===== config.mk =====
export PLATFORM = sky130hd
export DESIGN_NAME = multicycle_ctl_flat
export DESIGN_NICKNAME = d
export VERILOG_FILES = /design/src/rtl/multicycle_ctl_if.sv /design/src/rtl/multicycle_ctl.sv /design/src/flat_wrapper.sv
export SDC_FILE = /design/constraint.sdc
export NUM_CORES = 1
export LEC_CHECK = 0
export BUFFER_PORTS_ARGS = -buffer_cell sky130_fd_sc_hd__buf_2
export CAP_MARGIN = 0
export CORE_MARGIN = 10
export CORE_UTILIZATION = 50
export CTS_BUF_LIST = sky130_fd_sc_hd__clkbuf_8
export DETAILED_ROUTE_END_ITERATION = 8
export GPL_ROUTABILITY_DRIVEN = 0
export PLACE_DENSITY = 0.81
export SYNTH_ARGS = -nofsm -noshare
export SYNTH_HDL_FRONTEND = slang
export SYNTH_SLANG_ARGS = --single-unit

===== constraint.sdc =====
create_clock -name clk -period 2.73 [get_ports clk]
set_clock_uncertainty 0.05 [all_clocks]
set_input_delay 0.4095 -clock clk [delete_from_list [all_inputs] [get_ports clk]]
set_output_delay 0.4095 -clock clk [all_outputs]
set_load 0.005 [all_outputs]

===== src/rtl/multicycle_ctl_if.sv =====
// Control bundle between the multicycle MIPS controller (master) and its datapath (slave).
interface multicycle_ctl_if;
    logic [5:0] opcode;
    logic       zero;
    logic       mem_ready;
    logic       pc_write;
    logic       pc_write_cond;
    logic       i_or_d;
    logic       mem_read;
    logic       mem_write;
    logic       ir_write;
    logic       mem_to_reg;
    logic       reg_dst;
    logic       reg_write;
    logic       alu_src_a;
    logic [1:0] alu_src_b;
    logic [1:0] alu_op;
    logic [1:0] pc_source;
    logic       illegal_op;
    logic       mem_fault;
    logic [3:0] state;

    modport master (
        input  opcode, zero, mem_ready,
        output pc_write, pc_write_cond, i_or_d, mem_read, mem_write, ir_write, mem_to_reg,
               reg_dst, reg_write, alu_src_a, alu_src_b, alu_op, pc_source, illegal_op,
               mem_fault, state
    );

    modport slave (
        output opcode, zero, mem_ready,
        input  pc_write, pc_write_cond, i_or_d, mem_read, mem_write, ir_write, mem_to_reg,
               reg_dst, reg_write, alu_src_a, alu_src_b, alu_op, pc_source, illegal_op,
               mem_fault, state
    );
endinterface


===== src/rtl/multicycle_ctl.sv =====
// Control FSM sequencing the shared multicycle MIPS datapath, with a memory-hang watchdog.
// Moore outputs are registered from the next state; FETCH's ir_write/pc_write follow mem_ready.
module multicycle_ctl #(
    parameter int unsigned TIMEOUT = 255
) (
    input  logic             clk,
    input  logic             rst_n,
    multicycle_ctl_if.master bus
);
    typedef enum logic [3:0] {
        StIdle    = 4'd0,
        StFetch   = 4'd1,
        StDecode  = 4'd2,
        StMemAdr  = 4'd3,
        StMemRd   = 4'd4,
        StMemWb   = 4'd5,
        StMemWr   = 4'd6,
        StExec    = 4'd7,
        StRwb     = 4'd8,
        StBranch  = 4'd9,
        StJump    = 4'd10,
        StAddiEx  = 4'd11,
        StAddiWb  = 4'd12,
        StIllegal = 4'd13,
        StFault   = 4'd14
    } state_e;

    typedef struct packed {
        logic       pc_write;
        logic       pc_write_cond;
        logic       i_or_d;
        logic       mem_read;
        logic       mem_write;
        logic       mem_to_reg;
        logic       reg_dst;
        logic       reg_write;
        logic       alu_src_a;
        logic [1:0] alu_src_b;
        logic [1:0] alu_op;
        logic [1:0] pc_source;
        logic       illegal_op;
    } ctl_t;

    localparam logic [5:0] OpRtype = 6'b000000;
    localparam logic [5:0] OpLw    = 6'b100011;
    localparam logic [5:0] OpSw    = 6'b101011;
    localparam logic [5:0] OpBeq   = 6'b000100;
    localparam logic [5:0] OpJ     = 6'b000010;
    localparam logic [5:0] OpAddi  = 6'b001000;

    localparam bit              WdogEn   = (TIMEOUT != 0);
    localparam int unsigned     CntW     = (TIMEOUT > 1) ? $clog2(TIMEOUT + 1) : 1;
    localparam logic [CntW-1:0] WdogLast = CntW'(WdogEn ? TIMEOUT - 1 : 0);

    state_e          r_state;
    state_e          w_next;
    ctl_t            r_ctl;
    logic [CntW-1:0] r_wdog;
    logic            r_mem_fault;
    logic            w_mem_state;
    logic            w_fetch_ready;
    logic            w_unused_zero;

    function automatic ctl_t ctl_of(state_e s);
        ctl_t c;
        c = '0;
        case (s)
            StFetch: begin
                c.mem_read  = 1'b1;
                c.alu_src_b = 2'b01;
            end
            StDecode: c.alu_src_b = 2'b11;
            StMemAdr, StAddiEx: begin
                c.alu_src_a = 1'b1;
                c.alu_src_b = 2'b10;
            end
            StMemRd: begin
                c.mem_read = 1'b1;
                c.i_or_d   = 1'b1;
            end
            StMemWb: begin
                c.reg_write  = 1'b1;
                c.mem_to_reg = 1'b1;
            end
            StMemWr: begin
                c.mem_write = 1'b1;
                c.i_or_d    = 1'b1;
            end
            StExec: begin
                c.alu_src_a = 1'b1;
                c.alu_op    = 2'b10;
            end
            StRwb: begin
                c.reg_write = 1'b1;
                c.reg_dst   = 1'b1;
            end
            StBranch: begin
                c.alu_src_a     = 1'b1;
                c.alu_op        = 2'b01;
                c.pc_write_cond = 1'b1;
                c.pc_source     = 2'b01;
            end
            StJump: begin
                c.pc_write  = 1'b1;
                c.pc_source = 2'b10;
            end
            StAddiWb:  c.reg_write  = 1'b1;
            StIllegal: c.illegal_op = 1'b1;
            default:   c = '0;
        endcase
        return c;
    endfunction

    always_comb begin
        w_next      = r_state;
        w_mem_state = 1'b0;
        case (r_state)
            StIdle: w_next = StFetch;
            StFetch: begin
                w_mem_state = 1'b1;
                if (bus.mem_ready) w_next = StDecode;
            end
            StDecode: begin
                case (bus.opcode)
                    OpLw, OpSw: w_next = StMemAdr;
                    OpRtype:    w_next = StExec;
                    OpBeq:      w_next = StBranch;
                    OpJ:        w_next = StJump;
                    OpAddi:     w_next = StAddiEx;
                    default:    w_next = StIllegal;
                endcase
            end
            StMemAdr: w_next = (bus.opcode == OpSw) ? StMemWr : StMemRd;
            StMemRd: begin
                w_mem_state = 1'b1;
                if (bus.mem_ready) w_next = StMemWb;
            end
            StMemWr: begin
                w_mem_state = 1'b1;
                if (bus.mem_ready) w_next = StFetch;
            end
            StExec:   w_next = StRwb;
            StAddiEx: w_next = StAddiWb;
            StMemWb, StRwb, StBranch, StJump, StAddiWb, StIllegal: w_next = StFetch;
            StFault:  w_next = StFault;
            default:  w_next = StIdle;
        endcase
        // A late mem_ready on the final allowed wait cycle still wins over the fault.
        if (WdogEn && w_mem_state && !bus.mem_ready && (r_wdog == WdogLast)) begin
            w_next = StFault;
        end
    end

    always_ff @(posedge clk or negedge rst_n) begin
        if (!rst_n) begin
            r_state     <= StIdle;
            r_ctl       <= '0;
            r_wdog      <= '0;
            r_mem_fault <= 1'b0;
        end else begin
            r_state <= w_next;
            r_ctl   <= ctl_of(w_next);
            if (w_next == StFault) r_mem_fault <= 1'b1;
            if (WdogEn && w_mem_state && !bus.mem_ready) begin
                r_wdog <= r_wdog + 1'b1;
            end else begin
                r_wdog <= '0;
            end
        end
    end

    assign w_fetch_ready     = (r_state == StFetch) && bus.mem_ready;
    assign bus.pc_write      = r_ctl.pc_write | w_fetch_ready;
    assign bus.ir_write      = w_fetch_ready;
    assign bus.pc_write_cond = r_ctl.pc_write_cond;
    assign bus.i_or_d        = r_ctl.i_or_d;
    assign bus.mem_read      = r_ctl.mem_read;
    assign bus.mem_write     = r_ctl.mem_write;
    assign bus.mem_to_reg    = r_ctl.mem_to_reg;
    assign bus.reg_dst       = r_ctl.reg_dst;
    assign bus.reg_write     = r_ctl.reg_write;
    assign bus.alu_src_a     = r_ctl.alu_src_a;
    assign bus.alu_src_b     = r_ctl.alu_src_b;
    assign bus.alu_op        = r_ctl.alu_op;
    assign bus.pc_source     = r_ctl.pc_source;
    assign bus.illegal_op    = r_ctl.illegal_op;
    assign bus.mem_fault     = r_mem_fault;
    assign bus.state         = r_state;

    // zero gates pc_write_cond inside the datapath, not here.
    assign w_unused_zero = bus.zero;
endmodule


===== src/flat_wrapper.sv =====
// flat-port wrapper written by rule: the top's interface ports become plain ports
module multicycle_ctl_flat 
#(
    parameter int unsigned TIMEOUT = 255
)
  (clk, rst_n, bus_opcode, bus_zero, bus_mem_ready, bus_pc_write, bus_pc_write_cond, bus_i_or_d, bus_mem_read, bus_mem_write, bus_ir_write, bus_mem_to_reg, bus_reg_dst, bus_reg_write, bus_alu_src_a, bus_alu_src_b, bus_alu_op, bus_pc_source, bus_illegal_op, bus_mem_fault, bus_state);
  multicycle_ctl_if bus_i ();
  input  logic clk;
  input  logic rst_n;
  input wire logic [$bits(bus_i.opcode)-1:0] bus_opcode;
  input wire logic [$bits(bus_i.zero)-1:0] bus_zero;
  input wire logic [$bits(bus_i.mem_ready)-1:0] bus_mem_ready;
  output wire logic [$bits(bus_i.pc_write)-1:0] bus_pc_write;
  output wire logic [$bits(bus_i.pc_write_cond)-1:0] bus_pc_write_cond;
  output wire logic [$bits(bus_i.i_or_d)-1:0] bus_i_or_d;
  output wire logic [$bits(bus_i.mem_read)-1:0] bus_mem_read;
  output wire logic [$bits(bus_i.mem_write)-1:0] bus_mem_write;
  output wire logic [$bits(bus_i.ir_write)-1:0] bus_ir_write;
  output wire logic [$bits(bus_i.mem_to_reg)-1:0] bus_mem_to_reg;
  output wire logic [$bits(bus_i.reg_dst)-1:0] bus_reg_dst;
  output wire logic [$bits(bus_i.reg_write)-1:0] bus_reg_write;
  output wire logic [$bits(bus_i.alu_src_a)-1:0] bus_alu_src_a;
  output wire logic [$bits(bus_i.alu_src_b)-1:0] bus_alu_src_b;
  output wire logic [$bits(bus_i.alu_op)-1:0] bus_alu_op;
  output wire logic [$bits(bus_i.pc_source)-1:0] bus_pc_source;
  output wire logic [$bits(bus_i.illegal_op)-1:0] bus_illegal_op;
  output wire logic [$bits(bus_i.mem_fault)-1:0] bus_mem_fault;
  output wire logic [$bits(bus_i.state)-1:0] bus_state;
  assign bus_i.opcode = bus_opcode;
  assign bus_i.zero = bus_zero;
  assign bus_i.mem_ready = bus_mem_ready;
  assign bus_pc_write = bus_i.pc_write;
  assign bus_pc_write_cond = bus_i.pc_write_cond;
  assign bus_i_or_d = bus_i.i_or_d;
  assign bus_mem_read = bus_i.mem_read;
  assign bus_mem_write = bus_i.mem_write;
  assign bus_ir_write = bus_i.ir_write;
  assign bus_mem_to_reg = bus_i.mem_to_reg;
  assign bus_reg_dst = bus_i.reg_dst;
  assign bus_reg_write = bus_i.reg_write;
  assign bus_alu_src_a = bus_i.alu_src_a;
  assign bus_alu_src_b = bus_i.alu_src_b;
  assign bus_alu_op = bus_i.alu_op;
  assign bus_pc_source = bus_i.pc_source;
  assign bus_illegal_op = bus_i.illegal_op;
  assign bus_mem_fault = bus_i.mem_fault;
  assign bus_state = bus_i.state;
  multicycle_ctl #(.TIMEOUT(TIMEOUT)) u_core (.clk(clk), .rst_n(rst_n), .bus(bus_i));
endmodule

==> summary.txt, run 1 <==
Finish
  • Final nets: 171
  • Fin area: about 0.0015 mm2
  • Max reg flops: 8
  • Layout cells sized above 1: 0.2658
  • Layout Area Growth over Synthesis: 14.17%
  • Fillers: between 200 and 250
  • Biggest register: u_core.r_wdog
  • # diodes: 0
  • Fin cells: about 190

Logic synthesis
  • Post-Syn Instances: 130
  • Netlist Area Pre-Place: 0.001343 mm2
  • Seq/Total Area, Yosys: 0.5033
  • Post-synth top area cell: dfrtp_1
  • Yosys reg bits: 27
  • Syn_nets: approximately 140
  • Post-synth top flop: dfrtp_1
  • Post-synth EDFFs: 0
  • Yosys top cell area share: 0.5033
  • Synth async-reset ratio: 1.000
  • Mean area per synthesized cell: 10.33 um2
  • Netlist cell types: 44
  • Synth warn: 0
  • Largest cells by area after synthesis: dfrtp_1, nor2_1, xor2_1, a211o_1, buf_6

Clock tree
  • Clk_lat worst skew: 270 ps
  • Clk sinks: 27
  • Post-CTS Hold Buffers: 0
  • Setup bufs post-CTS: 0
  • CTS tree: built
  • Clk buf depth: 2
  • CTS H-tree depth: 1
  • Root Buffer: clkbuf_8
  • Cts bufs inserted: 3
  • Reg clk slew, reported paths: approximately 90 ps
  • Post_cts resized: 0

Worst setup path
  • Crit Path Class: reg2reg
  • CP Launch Type: flip-flop
  • Data arrival, critical path: approximately 2400 ps
  • Crit Path Max Fanout: 12
  • Crit. End Element: flip-flop
  • Crit-path max cell delay: 560 ps
  • Slowest-stage cell, CP: dfrtp_1
  • R2r setup slk: 460 ps
  • Critical Path, Cell by Cell: or3b_1 > a211o_1 > or3_4 > nand2_4 > inv_2 > and3_1
  • CP required: 2850 ps

Power and ir drop
  • Sw Share: 0.4090
  • Switching Power: around 0.60 mW
  • Peak supply drop: slightly above 0.6 mV
  • Clk pwr share: 0.158
  • Combinational share of power: 0.430
  • Reg power frac: 0.412
  • Overall power: about 1.5 mW
  • Pwr dens: 962.2 mW/mm2
  • Pint: slightly below 0.9 mW
  • Leakage power: between 0.7 and 0.8 nW

Timing
  • Final setup vio count: 0
  • Tmin final: roughly 2300 ps
  • Max-slew headroom: 0.5615
  • Fin crit share: 0.8314
  • WHS: 73.82 ps
  • Setup Total Neg Slack: 0 ps
  • Setup repair after global routing missed its margin: false
  • Final Hold Viols: 0
  • Worst slew pin tran: 654.9 ps
  • F_max: between 400 and 500 MHz
  • Max Slew Vio Count: 0

Floorplanning
  • Die ar.: just over 0.005 mm2
  • # IOs: 32
  • Die X-Extent: 71.82 um
  • Die H: around 72 um
  • FP Rows: 18
  • Starting Density: 0.5322
  • Core area: 0.002522 mm2

Placed design
  • Buffers on Ports: 30
  • Placed insts: 184
  • Post-DP HPWL: about 2200 um
  • Placed Area: around 0.0015 mm2

Global route
  • GRT Resource Usage Total: 0.1193
  • Initial antenna violation count: 0
  • Largest net degree at the start of global routing: 28
  • Grt total ovfl: 0
  • First-pass GRT wire length: between 5000 and 6000 um
  • Vias in the first global route: approximately 1100

Routing
  • DR pass1 iterations: 4
  • Detailed Route WL: around 3100 um
  • WL per Instance: 16.26 um
  • Initial drt markers: between 60 and 70
  • Drt via density: 5.787
  • Vias post-DR: 1088
  • Drc violations: 0
  • DRT antenna net count: 0

Min path
  • Worst hold path type: in2async

Job
  • Max-Cap Viols: 0

Status
  • Status: finished clean
-- cell type report --
class	count	area (um2)	area share
Sequential cell	27	675.6	0.4408
Multi-Input combinational cell	91	594.3	0.3878
Timing Repair Buffer	31	157.7	0.1029
Clock buffer	3	41.29	0.02694
Tap cell	30	37.54	0.02449
Inverter	5	18.77	0.01224
Clock inverter	1	7.507	0.004898
-- power groups by stage --
stage	clock network, mW	logic [mW]	registers [mW]
after CTS	0.236	0.643	0.606
after floorplan	0	0.491	0.560
after global placement	0	0.624	0.604
after detailed placement	0	0.638	0.610
after global routing	0.255	0.718	0.628
final	0.233	0.634	0.608
-- critical path: cells and delay by family, from the launching register on --
| family | cells | cell delay (ps) |
|---|---|---|
| compound gates | 1 | 420 |
| buf+inv | 1 | 40 |
| flops | 1 | 560 |
| simple gates | 4 | 1090 |
-- logic make-up after synthesis --
kind of cell | Yosys count | share of synthesized area
buffers and inverters | 12 | 0.05405
adder cells (fa/ha/maj) | 2 | 0.01864
AO/OA/AOI/OAI | 23 | 0.1323
flip-flops | 27 | 0.5033
AND/OR/NAND/NOR | 57 | 0.2330
XOR/XNOR | 9 | 0.05872
-- cell usage in the layout (no fill, tap or decap), drive strengths merged, types with 3 or more instances in the layout --
cell type	n
nand4	4
nor3b	3
nor2	17
nand3	5
xor2	6
nor2b	3
dfrtp	27
nand2	8
a211o	4
xnor2	3
inv	5
buf	31
nand2b	4
clkbuf	3
o21ai	4
-- per-stage QoR --
step / utilization / setup WS (ps)
global route: 0.6076 / 348.3
CTS: 0.6076 / 470.2
global placement: 0.5883 / 524.8
floorplan: - / 559.9
finish: 0.6076 / 460.4
detailed placement: 0.5883 / 487.2
-- cell usage after synthesis, drive strengths merged (2+ instances only) --
master and n:
a211o 4, a211oi 2, a221oi 2, and3 2
buf 5, clkbuf 2, dfrtp 27, ha 2
inv 5, nand2 8, nand2b 4, nand3 5
nand4 4, nor2 17, nor2b 3, nor3b 3
o211ai 2, o21ai 4, o31ai 2, or2 2
or3b 2, xnor2 3, xor2 6
-- path summary, 6_finish.rpt --
check,to,cells past startpoint,from
min,u_core.bus.reg_write$_DFF_PN0_,1,rst_n
max,u_core.bus.illegal_op$_DFF_PN0_,6,u_core.bus.state[0]$_DFF_PN0_
min reg2reg,u_core.bus.mem_fault$_DFFE_PN0N_,2,u_core.bus.mem_fault$_DFFE_PN0N_
max reg2reg,u_core.bus.illegal_op$_DFF_PN0_,6,u_core.bus.state[0]$_DFF_PN0_
max in group asynchronous,u_core.r_wdog[1]$_DFF_PN0_,1,rst_n
min in group clk,u_core.bus.mem_fault$_DFFE_PN0N_,2,u_core.bus.mem_fault$_DFFE_PN0N_
-- layer usage --
layer	wire (um)	global-route usage	vias up
met5	0	0	-
met4	36	0.03871	0
met3	239	0.03719	5
met2	1478	0.1922	40
met1	1303	0.1471	533
li1	-	-	510
(Power assumes the default switching activity.)
==> run 2: changes to the inputs <==
Settings changed: CORE_UTILIZATION 50 to 49, PLACE_DENSITY 0.81 to 0.83.
Clock period 2.73 ns to 2 ns, I/O delays scaled along.
==> run 2 against run 1 <==
Compared with the run above:
- first-iteration DRC count shrank 28%
- utilization grew 5.0 points
- sequential share of layout area shrank 3.5 points
- worst setup slack lost 410 ps
- flip-flop and latch count is the same
- clock power grew 32%
- total power grew 55%
- critical endpoint unchanged
- largest power group unchanged
==> summary.txt, run 2 (same netlist as run 1, synthesis figures left out) <==
Job
  • Max-Cap Viols: 0

Finish
  • Fillers: just over 200
  • Final nets: ~180
  • Biggest register: u_core.r_wdog
  • # diodes: 0
  • Most frequent cells in the layout: buf_2, dfrtp_1, nor2_1
  • Layout Area Growth over Synthesis: 24.60%
  • Max reg flops: 8
  • Commonest non-fill, non-tap cell in the layout: buf_2
  • Core Util, Final: 0.6573
  • Layout cells sized above 1: 0.3567
  • Fin cells: approximately 200

Worst setup path
  • Crit Path Max Fanout: 9
  • Data arrival, critical path: 2060 ps
  • CP Launch Type: flip-flop
  • Crit. End Element: flip-flop
  • Crit Path Class: reg2reg
  • CP required: 2120 ps

Timing
  • Final Hold Viols: 0
  • Fin crit share: 0.9731
  • Worst slew pin tran: ~570 ps
  • Max Slew Vio Count: 0
  • WHS: roughly 440 ps
  • Worst setup margin: about 54 ps
  • Setup repair after global routing missed its margin: true
  • Max-slew headroom: 0.6226
  • Final setup vio count: 0
  • Tmin final: 1946 ps
  • F_max: about 510 MHz

Global route
  • First-pass GRT wire length: between 5000 and 6000 um
  • Initial antenna violation count: 0
  • Grt total ovfl: 0
  • GRT Resource Usage Total: 0.1233
  • Largest net degree at the start of global routing: 28
  • Vias in the first global route: between 1000 and 1500

Floorplanning
  • Die H: 72.35 um
  • # IOs: 32
  • Die ar.: between 0.005 and 0.006 mm2
  • Die X-Extent: 72.35 um
  • FP Rows: 18
  • Core area: ~0.0025 mm2
  • Starting Density: 0.5275

Power and ir drop
  • Clk pwr share: 0.135
  • Sw Share: 0.3946
  • Combinational share of power: 0.523
  • Overall power: around 2.3 mW
  • Pwr dens: approximately 1400 mW/mm2
  • Pint: between 1 and 1.5 mW
  • Peak supply drop: ~1.2 mV
  • Reg power frac: 0.342
  • Switching Power: 0.9028 mW
  • Leakage power: about 0.84 nW

Routing
  • Vias post-DR: approximately 1100
  • Drt via density: about 5.6
  • Initial drt markers: 47
  • Detailed Route WL: approximately 3100 um
  • WL per Instance: 15.61 um
  • Drc violations: 0
  • DRT antenna net count: 0
  • DR pass1 iterations: 4

Clock tree
  • Reg clk slew, reported paths: approximately 90 ps
  • Clk buf depth: 2
  • CTS H-tree depth: 1
  • Clk sinks: 27
  • CTS tree: built
  • Clk_lat worst skew: between 200 and 300 ps
  • Cts bufs inserted: 3
  • Root Buffer: clkbuf_8

Placed design
  • Buffers on Ports: 30
  • Pre-CTS setup slack: around 12 ps
  • Post-DP HPWL: between 2000 and 2500 um
  • Placed insts: 195

Status
  • Status: finished clean

Min path
  • Worst hold path type: reg2reg
==> run 2: worst paths after layout <==
path	endpoint	startpoint	slack, ps	cells past startpoint
worst min-delay path	u_core.bus.mem_fault$_DFFE_PN0N_	u_core.bus.mem_fault$_DFFE_PN0N_	440	2
max in group asynchronous	u_core.bus.state[0]$_DFF_PN0_	rst_n	990	2
worst max-delay path	u_core.bus.illegal_op$_DFF_PN0_	u_core.bus.state[2]$_DFF_PN0_	50	6
min in group asynchronous	u_core.bus.reg_write$_DFF_PN0_	rst_n	500	2
worst max register to register	u_core.bus.illegal_op$_DFF_PN0_	u_core.bus.state[2]$_DFF_PN0_	50	6
worst min register to register	u_core.bus.mem_fault$_DFFE_PN0N_	u_core.bus.mem_fault$_DFFE_PN0N_	440	2
==> run 2: stage by stage <==
| step | instance area, um2 | setup TNS (ps) |
|---|---|---|
| 3_5_place_dp | 1579 | 0 |
| 6_report | 1673 | 0 |
| 2_1_floorplan | 1343 | -447.0 |
| 4_1_cts | 1638 | 0 |
| 5_1_grt | 1673 | -52.89 |
| 3_3_place_gp | 1579 | 0 |
==> run 2: power groups by stage <==
stage                     Sequential [mW]  Clock, mW  Combinational [mW]
after global placement              0.777          0                1.09
after detailed placement            0.782          0                1.13
after CTS                           0.774      0.319                1.14
after floorplan                     0.765          0               0.669
final                               0.783      0.308                1.20
after global routing                0.800      0.342                1.33
==> run 2: final cells by class <==
class                           instances  area, um2  share of cell area
Multi-Input combinational cell         91      618.1              0.3695
Clock inverter                          1      7.507            0.004488
Tap cell                               30      37.54             0.02244
Sequential cell                        27      679.4              0.4061
Timing Repair Buffer                   44      270.3              0.1616
Clock buffer                            3      41.29             0.02468
Inverter                                5      18.77             0.01122
==> run 2: worst max-delay path, cell delays in order (launching register included) <==
cell     delay (ps)
dfrtp_2         470
or3b_1          380
a211o_1         280
or3_4           390
nand2_4         100
inv_2            40
and3_1          130
==> run 2: routing by layer <==
metal  vias up  global-route usage  share of wire
met5         -                   0              0
met2        50              0.2138           0.51
li1        537                   -              -
met1       539              0.1459           0.40
met4         0             0.02796          0.016
met3         9             0.03537          0.073
==> run 2: what timing repair did <==
item,in CTS,in global routing
hold endpoints to repair,27,0
setup endpoints to repair,0,8
setup buffers,0,1
gates resized for setup,0,9
hold buffers,1,0
